`config.mk`:
```
export PLATFORM = sky130hd
export DESIGN_NAME = quadratic_eq_arbiter
export DESIGN_NICKNAME = d
export VERILOG_FILES = /design/src/rtl/quadratic_eq_arbiter.sv
export SDC_FILE = /design/constraint.sdc
export NUM_CORES = 1
export LEC_CHECK = 0
export ABC_AREA = 1
export CORE_ASPECT_RATIO = 0.5
export CORE_MARGIN = 2
export CORE_UTILIZATION = 43
export CTS_CLUSTER_SIZE = 20
export DETAILED_ROUTE_END_ITERATION = 10
export GPL_TIMING_DRIVEN = 0
export PLACE_DENSITY = 0.86
export REMOVE_ABC_BUFFERS = 1
export SYNTH_ARGS = -nofsm -noshare
export SYNTH_HDL_FRONTEND = slang
export SYNTH_SLANG_ARGS = --single-unit
```
`constraint.sdc`:
```
create_clock -name clock -period 3.34 [get_ports clock]
set_clock_uncertainty 0.05 [all_clocks]
set_input_delay 0.334 -clock clock [delete_from_list [all_inputs] [get_ports clock]]
set_output_delay 0.334 -clock clock [all_outputs]
set_load 0.005 [all_outputs]
```
`src/rtl/quadratic_eq_arbiter.sv`:
```
// quadratic_eq_arbiter
//
// Round-robin arbiter that shares a single quadratic_eq evaluator
// (a*x^2 + b*x + c) among N_REQ requesters. The winner's operands are
// latched onto ev_*, a one-cycle ev_inicio pulse starts the evaluator, and
// the 16-bit result comes back with a one-cycle done pulse to the winner.
//
// Ports:
//   clock, reset          rising-edge clock, synchronous active-high reset
//   req[N_REQ]            request levels, held by requester i until done[i]
//   req_x/a/b/c           packed operands; slice i = [W*i +: W]
//   gnt[N_REQ]            one-hot grant, ISSUE through RESP
//   done[N_REQ]           one-hot completion pulse (RESP)
//   resultado[16]         result of the last completed operation
//   err                   timeout flag, pulses with done
//   busy                  high whenever the FSM is not IDLE
//   ev_x/a/b/c, ev_inicio operands and start pulse to the evaluator
//   ev_pronto, ev_resultado  evaluator ready level and result
//
// Optional build macro QEA_TIMEOUT_EN adds a watchdog of TIMEOUT_CYC cycles
// on WAIT_LOW + WAIT_HIGH; a timeout completes with resultado=16'hFFFF and
// err=1. Without it err is tied low and the FSM waits indefinitely.
//
// state     | meaning
// ----------+-------------------------------------------------------------
// IDLE      | arbitrate; latch winner index and operands
// ISSUE     | ev_inicio pulse, grant asserted
// WAIT_LOW  | wait for ev_pronto low (start accepted; stale high ignored)
// WAIT_HIGH | wait for ev_pronto high, capture ev_resultado
// RESP      | done pulse to winner, pointer moves to winner

module quadratic_eq_arbiter #(
    parameter int N_REQ       = 4,
    parameter int TIMEOUT_CYC = 255
) (
    input  logic                  clock,
    input  logic                  reset,
    input  logic [N_REQ-1:0]      req,
    input  logic [8*N_REQ-1:0]    req_x,
    input  logic [16*N_REQ-1:0]   req_a,
    input  logic [16*N_REQ-1:0]   req_b,
    input  logic [16*N_REQ-1:0]   req_c,
    output logic [N_REQ-1:0]      gnt,
    output logic [N_REQ-1:0]      done,
    output logic [15:0]           resultado,
    output logic                  err,
    output logic                  busy,
    output logic [7:0]            ev_x,
    output logic [15:0]           ev_a,
    output logic [15:0]           ev_b,
    output logic [15:0]           ev_c,
    output logic                  ev_inicio,
    input  logic                  ev_pronto,
    input  logic [15:0]           ev_resultado
);

    localparam int PW = (N_REQ > 1) ? $clog2(N_REQ) : 1;

    localparam logic [2:0] IDLE      = 3'd0;
    localparam logic [2:0] ISSUE     = 3'd1;
    localparam logic [2:0] WAIT_LOW  = 3'd2;
    localparam logic [2:0] WAIT_HIGH = 3'd3;
    localparam logic [2:0] RESP      = 3'd4;

    logic [2:0]    state;
    logic [PW-1:0] idx;
    logic [PW-1:0] ptr;
    logic [PW-1:0] pick_idx;
    logic [PW-1:0] cand;
    logic          pick_vld;
    logic          timeout_hit;
    logic          waiting;

    logic [7:0]  x_slice [N_REQ];
    logic [15:0] a_slice [N_REQ];
    logic [15:0] b_slice [N_REQ];
    logic [15:0] c_slice [N_REQ];

    for (genvar g = 0; g < N_REQ; g++) begin : g_slice
        assign x_slice[g] = req_x[8*g +: 8];
        assign a_slice[g] = req_a[16*g +: 16];
        assign b_slice[g] = req_b[16*g +: 16];
        assign c_slice[g] = req_c[16*g +: 16];
    end

    // Rotating priority: first set request after ptr, wrapping modulo N_REQ.
    // ptr itself is visited last, so the most recently served requester
    // has lowest priority.
    always_comb begin
        pick_vld = 1'b0;
        pick_idx = '0;
        cand     = '0;
        for (int k = 1; k <= N_REQ; k++) begin
            cand = PW'((int'(ptr) + k) % N_REQ);
            if (!pick_vld && req[cand]) begin
                pick_vld = 1'b1;
                pick_idx = cand;
            end
        end
    end

    assign waiting = (state == WAIT_LOW) || (state == WAIT_HIGH);

    always_ff @(posedge clock) begin
        if (reset) begin
            state     <= IDLE;
            idx       <= '0;
            ptr       <= PW'(N_REQ - 1);
            ev_x      <= '0;
            ev_a      <= '0;
            ev_b      <= '0;
            ev_c      <= '0;
            resultado <= '0;
        end else begin
            case (state)
                IDLE: begin
                    if (pick_vld) begin
                        idx   <= pick_idx;
                        ev_x  <= x_slice[pick_idx];
                        ev_a  <= a_slice[pick_idx];
                        ev_b  <= b_slice[pick_idx];
                        ev_c  <= c_slice[pick_idx];
                        state <= ISSUE;
                    end
                end
                ISSUE: begin
                    state <= WAIT_LOW;
                end
                WAIT_LOW: begin
                    if (timeout_hit) begin
                        resultado <= 16'hFFFF;
                        state     <= RESP;
                    end else if (!ev_pronto) begin
                        state <= WAIT_HIGH;
                    end
                end
                WAIT_HIGH: begin
                    // A real completion in the same cycle wins over timeout.
                    if (ev_pronto) begin
                        resultado <= ev_resultado;
                        state     <= RESP;
                    end else if (timeout_hit) begin
                        resultado <= 16'hFFFF;
                        state     <= RESP;
                    end
                end
                RESP: begin
                    ptr   <= idx;
                    state <= IDLE;
                end
                default: begin
                    state <= IDLE;
                end
            endcase
        end
    end

    assign busy      = (state != IDLE);
    assign ev_inicio = (state == ISSUE);
    assign gnt       = busy ? (N_REQ'(1) << idx) : '0;
    assign done      = (state == RESP) ? (N_REQ'(1) << idx) : '0;

`ifdef QEA_TIMEOUT_EN
    localparam int WDW = (TIMEOUT_CYC > 1) ? $clog2(TIMEOUT_CYC + 1) : 1;

    // Down-counter loaded when the operation is issued; reaching zero while
    // still waiting marks the TIMEOUT_CYC-th wait cycle.
    logic [WDW-1:0] wd;
    logic           to_flag;

    assign timeout_hit = waiting && (wd == '0) && !((state == WAIT_HIGH) && ev_pronto);

    always_ff @(posedge clock) begin
        if (reset) begin
            wd      <= '0;
            to_flag <= 1'b0;
        end else if (state == ISSUE) begin
            wd      <= WDW'(TIMEOUT_CYC - 1);
            to_flag <= 1'b0;
        end else if (waiting) begin
            if (wd != '0) begin
                wd <= wd - 1'b1;
            end
            if (timeout_hit) begin
                to_flag <= 1'b1;
            end
        end
    end

    assign err = (state == RESP) && to_flag;
`else
    assign timeout_hit = 1'b0;
    assign err         = 1'b0;
`endif

endmodule

```
## Yosys cells after proc, flatten, opt, wreduce, memory -nomap -nowiden

Index checks and enable logic that the tools add are counted.

- Bits in registers: 79
- Bits in latches: 0
- RAM bits: 0
- Memory bits (read-only): 0
- Input bits: 247
- Output and inout bits: 83
- Word-level logic and storage cells: 71
- Memories: 0

- Add/subtract/negate cells: 4
- Multipliers: 0
- Div/mod/pow operators: 0
- Magnitude comparators: 5
- Eq/ne operators: 7
- Shifts and indexed selects: 1
- Multiplexer cells: 34
- Bitwise operators: 1
- Reduce and logical (&&, ||, !) cells: 11

Operators by type and width:

| cell | count |
|---|---|
| $bmux 16 s2 | 3 |
| $mux 16 | 6 |
| $bmux 8 s2 | 1 |
| $mux 8 | 2 |
| $lt 2x3->1 const B | 4 |
| $pmux 3 s4 | 1 |
| $mux 3 | 3 |
| $bmux 1 s2 | 4 |
| $mux 1 | 8 |
| $mux 2 | 4 |
| $mux 4 | 2 |
| $eq 3x2->1 const B | 2 |
| $ne 2x2->1 const B | 3 |
| $add 2x1->2 const B | 2 |
| $add 2x2->2 const B | 2 |
| $reduce_and 2->1 | 2 |
| $shl 1x2->4 const A | 1 |
| $eq 3x1->1 const B | 1 |
| $eq 3x3->1 const B | 1 |
| $ge 3x3->1 const B | 1 |
| $logic_and 1x1->1 | 3 |
| $logic_not 1->1 | 3 |
| $logic_not 3->1 | 1 |
| $not 2->3 | 1 |
| 2 further kinds | 2 |

## Depth between registers and ports, before layout

- Word-level depth: 17
- Mapped depth: 18
- Mapped depth without buffers: 15

## Worst setup path after synthesis

No wires, ideal clock.

- Path kind: reg-to-reg
- From: register ptr[0]
- To: register ev_x[6]
- Arrival time: 1.727 ns
- Required time: 3.181 ns
- Slack: 1.454 ns
- Cell stages (with the launch flop): 19
- Path through: dfxtp_1 buf_4 inv_4 nand2_1 nand2_1 nand2_1 nand2_1 nor2_4 nand2_1 nor2_1 inv_2 nand2_4 inv_2 buf_6 buf_4 nand3_1 nand3_1 nand2_1 inv_1

- Longest elaborated chain between the ends: 17
- Elaborated cells on any way between the ends: 31
- Classes of those cells: add/sub: 4; mux: 19; bitwise: 1; reduce/logical: 7

Ends and longest elaborated chain:

| what | RTL line | RTL |
|---|---|---|
| start: declaration | 67 | `logic [PW-1:0] ptr;` |
| start signal: assignment | 108 | `ptr <= PW'(N_REQ - 1);` |
| start signal: assignment | 148 | `ptr <= idx;` |
| $add 2x1->2 | 94 | `cand = PW'((int'(ptr) + k) % N_REQ);` |
| $bmux 1 s2 | 95 | `if (!pick_vld && req[cand]) begin` |
| $mux 1 (not written as such) | 95 |  |
| $mux 1 | 95 |  |
| $logic_not 1->1 | 95 |  |
| $logic_and 1x1->1 | 95 |  |
| $mux 1 | 95 |  |
| $logic_not 1->1 | 95 |  |
| $logic_and 1x1->1 | 95 |  |
| $mux 1 | 95 |  |
| $logic_not 1->1 | 95 |  |
| $logic_and 1x1->1 | 95 |  |
| $mux 2 | 95 |  |
| $not 2->3 (not written as such) | 119 | `ev_x <= x_slice[pick_idx];` |
| $bmux 8 s2 | 119 |  |
| $mux 8 (not written as such) (2 in a row) | 119 |  |
| end signal: assignment | 119 |  |
| end: declaration | 48 | `output logic [7:0] ev_x,` |

Parallel ways exist; a longest one is shown, timed or not. The select of a mux whose other input is x is not followed.
A chain may end at the register's enable or synchronous reset.

## Worst setup path after layout

- From: register ptr[0]
- To: register ev_c[6]

- Longest elaborated chain between the ends: 17
- Elaborated cells on any way between the ends: 31
- Classes of those cells: add/sub: 4; mux: 19; bitwise: 1; reduce/logical: 7

Ends and longest elaborated chain:

| what | RTL line | RTL |
|---|---|---|
| $add 2x1->2 | 94 |  |
| $bmux 1 s2 | 95 |  |
| $mux 1 (not written as such) | 95 |  |
| $mux 1 | 95 |  |
| $logic_not 1->1 | 95 |  |
| $logic_and 1x1->1 | 95 |  |
| $mux 1 | 95 |  |
| $logic_not 1->1 | 95 |  |
| $logic_and 1x1->1 | 95 |  |
| $mux 1 | 95 |  |
| $logic_not 1->1 | 95 |  |
| $logic_and 1x1->1 | 95 |  |
| $mux 2 | 95 |  |
| $not 2->3 (not written as such) | 122 | `ev_c <= c_slice[pick_idx];` |
| $bmux 16 s2 | 122 |  |
| $mux 16 (not written as such) (2 in a row) | 122 |  |
| end signal: assignment | 122 |  |
| end: declaration | 51 | `output logic [15:0] ev_c,` |

Parallel ways exist; a longest one is shown, timed or not. The select of a mux whose other input is x is not followed.

==> out/qor.yml <==
run_status:
  status: "completed"
place:
  post-place-ws_ns: -0.1933
  port-buffer-count: 328
  gp_congestion: 0.8758
  dpl.hpwl_um: 16190
layout:
  area_delta_synth_final_pct: 60.08
  mostFrequentLayoutCell: "clkdlybuf4s50_1"
  nets: 1597
  drive_above_1_share_pct: 3.100
  final_cell_mix: "clkdlybuf4s50_1, nand2_1, inv_1"
worst_setup_path:
  critical_path_arrival_ns: 3.29
  cp_max_fo: 82
  path_buf_inv: 4
  crit_top_cell: "nand2_1"
  critical_path_class: "reg -> reg"
  cp_cell_sequence: "inv_4 > nand2_1 > nand2_1 > nand2_1 > nand2_1 > nor2_4 > nand3_4 > buf_16 > nand3_4 > buf_16 > nand2_1 > nand3_1 > nand3_1 > nand2_1 > inv_1"
  r2r-start: "ptr[0]$_SDFFE_PP1P_"
  crit_slowest_cell: "dfxtp_2"
  cp.required_ns: 3.52
  end_kind: "register"
  cp-start-kind: "register"
  critPathMaxStageDelay_ns: 0.46
  cp-startpoint: "ptr[0]$_SDFFE_PP1P_"
  cp_top_family: "simple AND/OR/NAND/NOR gates"
detailed_routing:
  avgViaCountPerCell: 5.101
  drt_iter0_markers: 636
  routed_wl_um: 23340
  vias: 7897
  post-route-drc-count: 0
  avgRoutedWirePerCell_um: 15.08
  drtAntennaViolNets: 0
  first_pass_iters: 5
clock_tree:
  clock_path_buffers: 2
  postCtsHoldBufs: 0
  post_cts_buffers: 0
  cts_max_level: 3
  ctsRootBufferMaster: "clkbuf_16"
  cts_sinks: 79
  insertion_delay_ns: 0.34
  cts_tree: "built"
  cts_buffers: 9
  path_clk_slew_ns: 0.07
power:
  ir_drop_mv: 0.2432
  powerDensity_mw_per_mm2: 418.2
  p_leak_nw: 4.826
  power.total_mw: 4.059
synth:
  yosysWarnings: 0
  synth.avg_cell_area_um2: 5.608
  synthCells: 1081
  yosysSeqAreaShare_pct: 26.09
  ys_types: 26
  syn-cell-area_mm2: 0.006062
  synth-seq-cells: 79
global_routing:
  grt_pass1_wl_um: 34820
  overflow: 0
  antenna_found_initial: 1
  grt_pass1_vias: 7176
  grt_max_degree: 83
  grtUsageTotal_pct: 28.88
sta:
  maxSlewHeadroom_pct: 22.78
  fmax_mhz: 322.5
  post-route-period-util_pct: 92.84
  drv_slew: 0
  tightestPinTransition_ns: 1.154
  fin_crit_ns: 3.101
  final.setup.worst_slack_ns: 0.2391
  hold_viol: 0
  finalSetupViolations: 0
  rsz0062_at_grt: "false"
  setup_tns_ns: 0
floorplan:
  core-area_mm2: 0.01366
  die_y_um: 87.96
  initial_utilization_pct: 44.37
  die_w_um: 171.9
  ios: 330
  placementRows: 30
  dieArea_mm2: 0.01512
job:
  cap_violations: 0
min_path:
  hp-class: "reg -> reg"
  min_from: "resultado[0]$_SDFFE_PP0P_"
cells in the mapped netlist:
cell type,count,area [um2]
dfxtp_1,79,1582
clkbuf_1,23,86.33
nand3_2,3,30.03
and3_1,1,6.260
a211oi_1,2,15.01
a21oi_1,20,100.1
inv_1,221,829.6
nand2_2,3,18.77
o211ai_1,2,15.01
nor2_4,2,22.52
nor2_1,157,589.3
inv_4,1,6.260
buf_2,35,175.2
o21ai_1,1,5.000
nand4_1,96,600.6
nand2_4,1,11.26
buf_1,3,11.26
buf_6,2,22.52
nand3_1,158,790.8
nor3_1,5,25.02
nand2_1,226,848.3
conb_1,1,3.750
nor3b_1,17,127.6
o21ai_0,1,5.000
inv_2,6,22.52
buf_4,15,112.6
tightest hold or removal path: stages, from the launching register on:
cell and delay [ns]:
dfxtp_1 0.31, nand2_1 0.06, a21oi_1 0.05
flip-flops by register name (all words and copies together), names as in the netlist:
signal     flops
state          3
ev_x           8
ptr            2
ev_a          16
idx            2
ev_b          16
resultado     16
ev_c          16
routing by layer:
metal | GRT usage, % | share of wire, % | vias up | routed length (um)
met5 | 0 | 0.21 | - | 50
met4 | 12.91 | 3.9 | 2 | 904
met3 | 5.423 | 6.3 | 71 | 1478
met2 | 51.99 | 50 | 359 | 11640
met1 | 34.01 | 40 | 3560 | 9260
li1 | - | - | 3905 | -
kinds of logic after synthesis:
family                 synth area share (%)
and+or+nand+nor                       50.65
buffers and inverters                 20.89
DFF                                   26.09
AOI/OAI and AO/OA                     2.311
other                               0.06186
what timing repair did:
action	in CTS	in global routing
pin swaps	1	2
cloned	1	2
resized for setup	0	1
setup endpoints to repair	39	49
worst paths after layout:
path,endpoint,slack (ns),depth (start not counted)
worst max-delay path,ev_c[6]$_SDFFE_PP0P_,0.24,15
worst min-delay path,resultado[0]$_SDFFE_PP0P_,0.41,2
worst max register to register,ev_c[6]$_SDFFE_PP0P_,0.24,15
worst min register to register,resultado[0]$_SDFFE_PP0P_,0.41,2
layout make-up:
| type | count | area, um2 |
|---|---|---|
| Inverter | 228 | 860.8 |
| Tap cell | 192 | 240.2 |
| Clock buffer | 9 | 225.2 |
| Clock inverter | 7 | 102.6 |
| Multi-Input combinational cell | 699 | 3272 |
| Timing Repair Buffer | 333 | 3418 |
| Antenna cell | 1 | 2.502 |
| Sequential cell | 79 | 1583 |
| Fill cell | 1133 | 3959 |
per-stage QoR:
step	util [%]	instances	hold slack, ns	cell area (um2)
after floorplan	-	1003	0.3531	5654
after global placement	67.17	1523	0.3972	9178
after detailed placement	68.38	1528	0.4028	9343
after CTS	70.85	1545	0.4133	9681
after global routing	71.01	1547	0.4286	9702
final	71.03	1548	0.4125	9704
report_power, final:
group | switching, mW | leakage [nW] | internal [mW]
logic | 0.874 | 4.01 | 0.875
clock network | 0.433 | 0.163 | 0.667
registers | 0.0959 | 0.652 | 1.11
total | 1.40 | 4.83 | 2.66
Power figures use the tool's default switching activity.
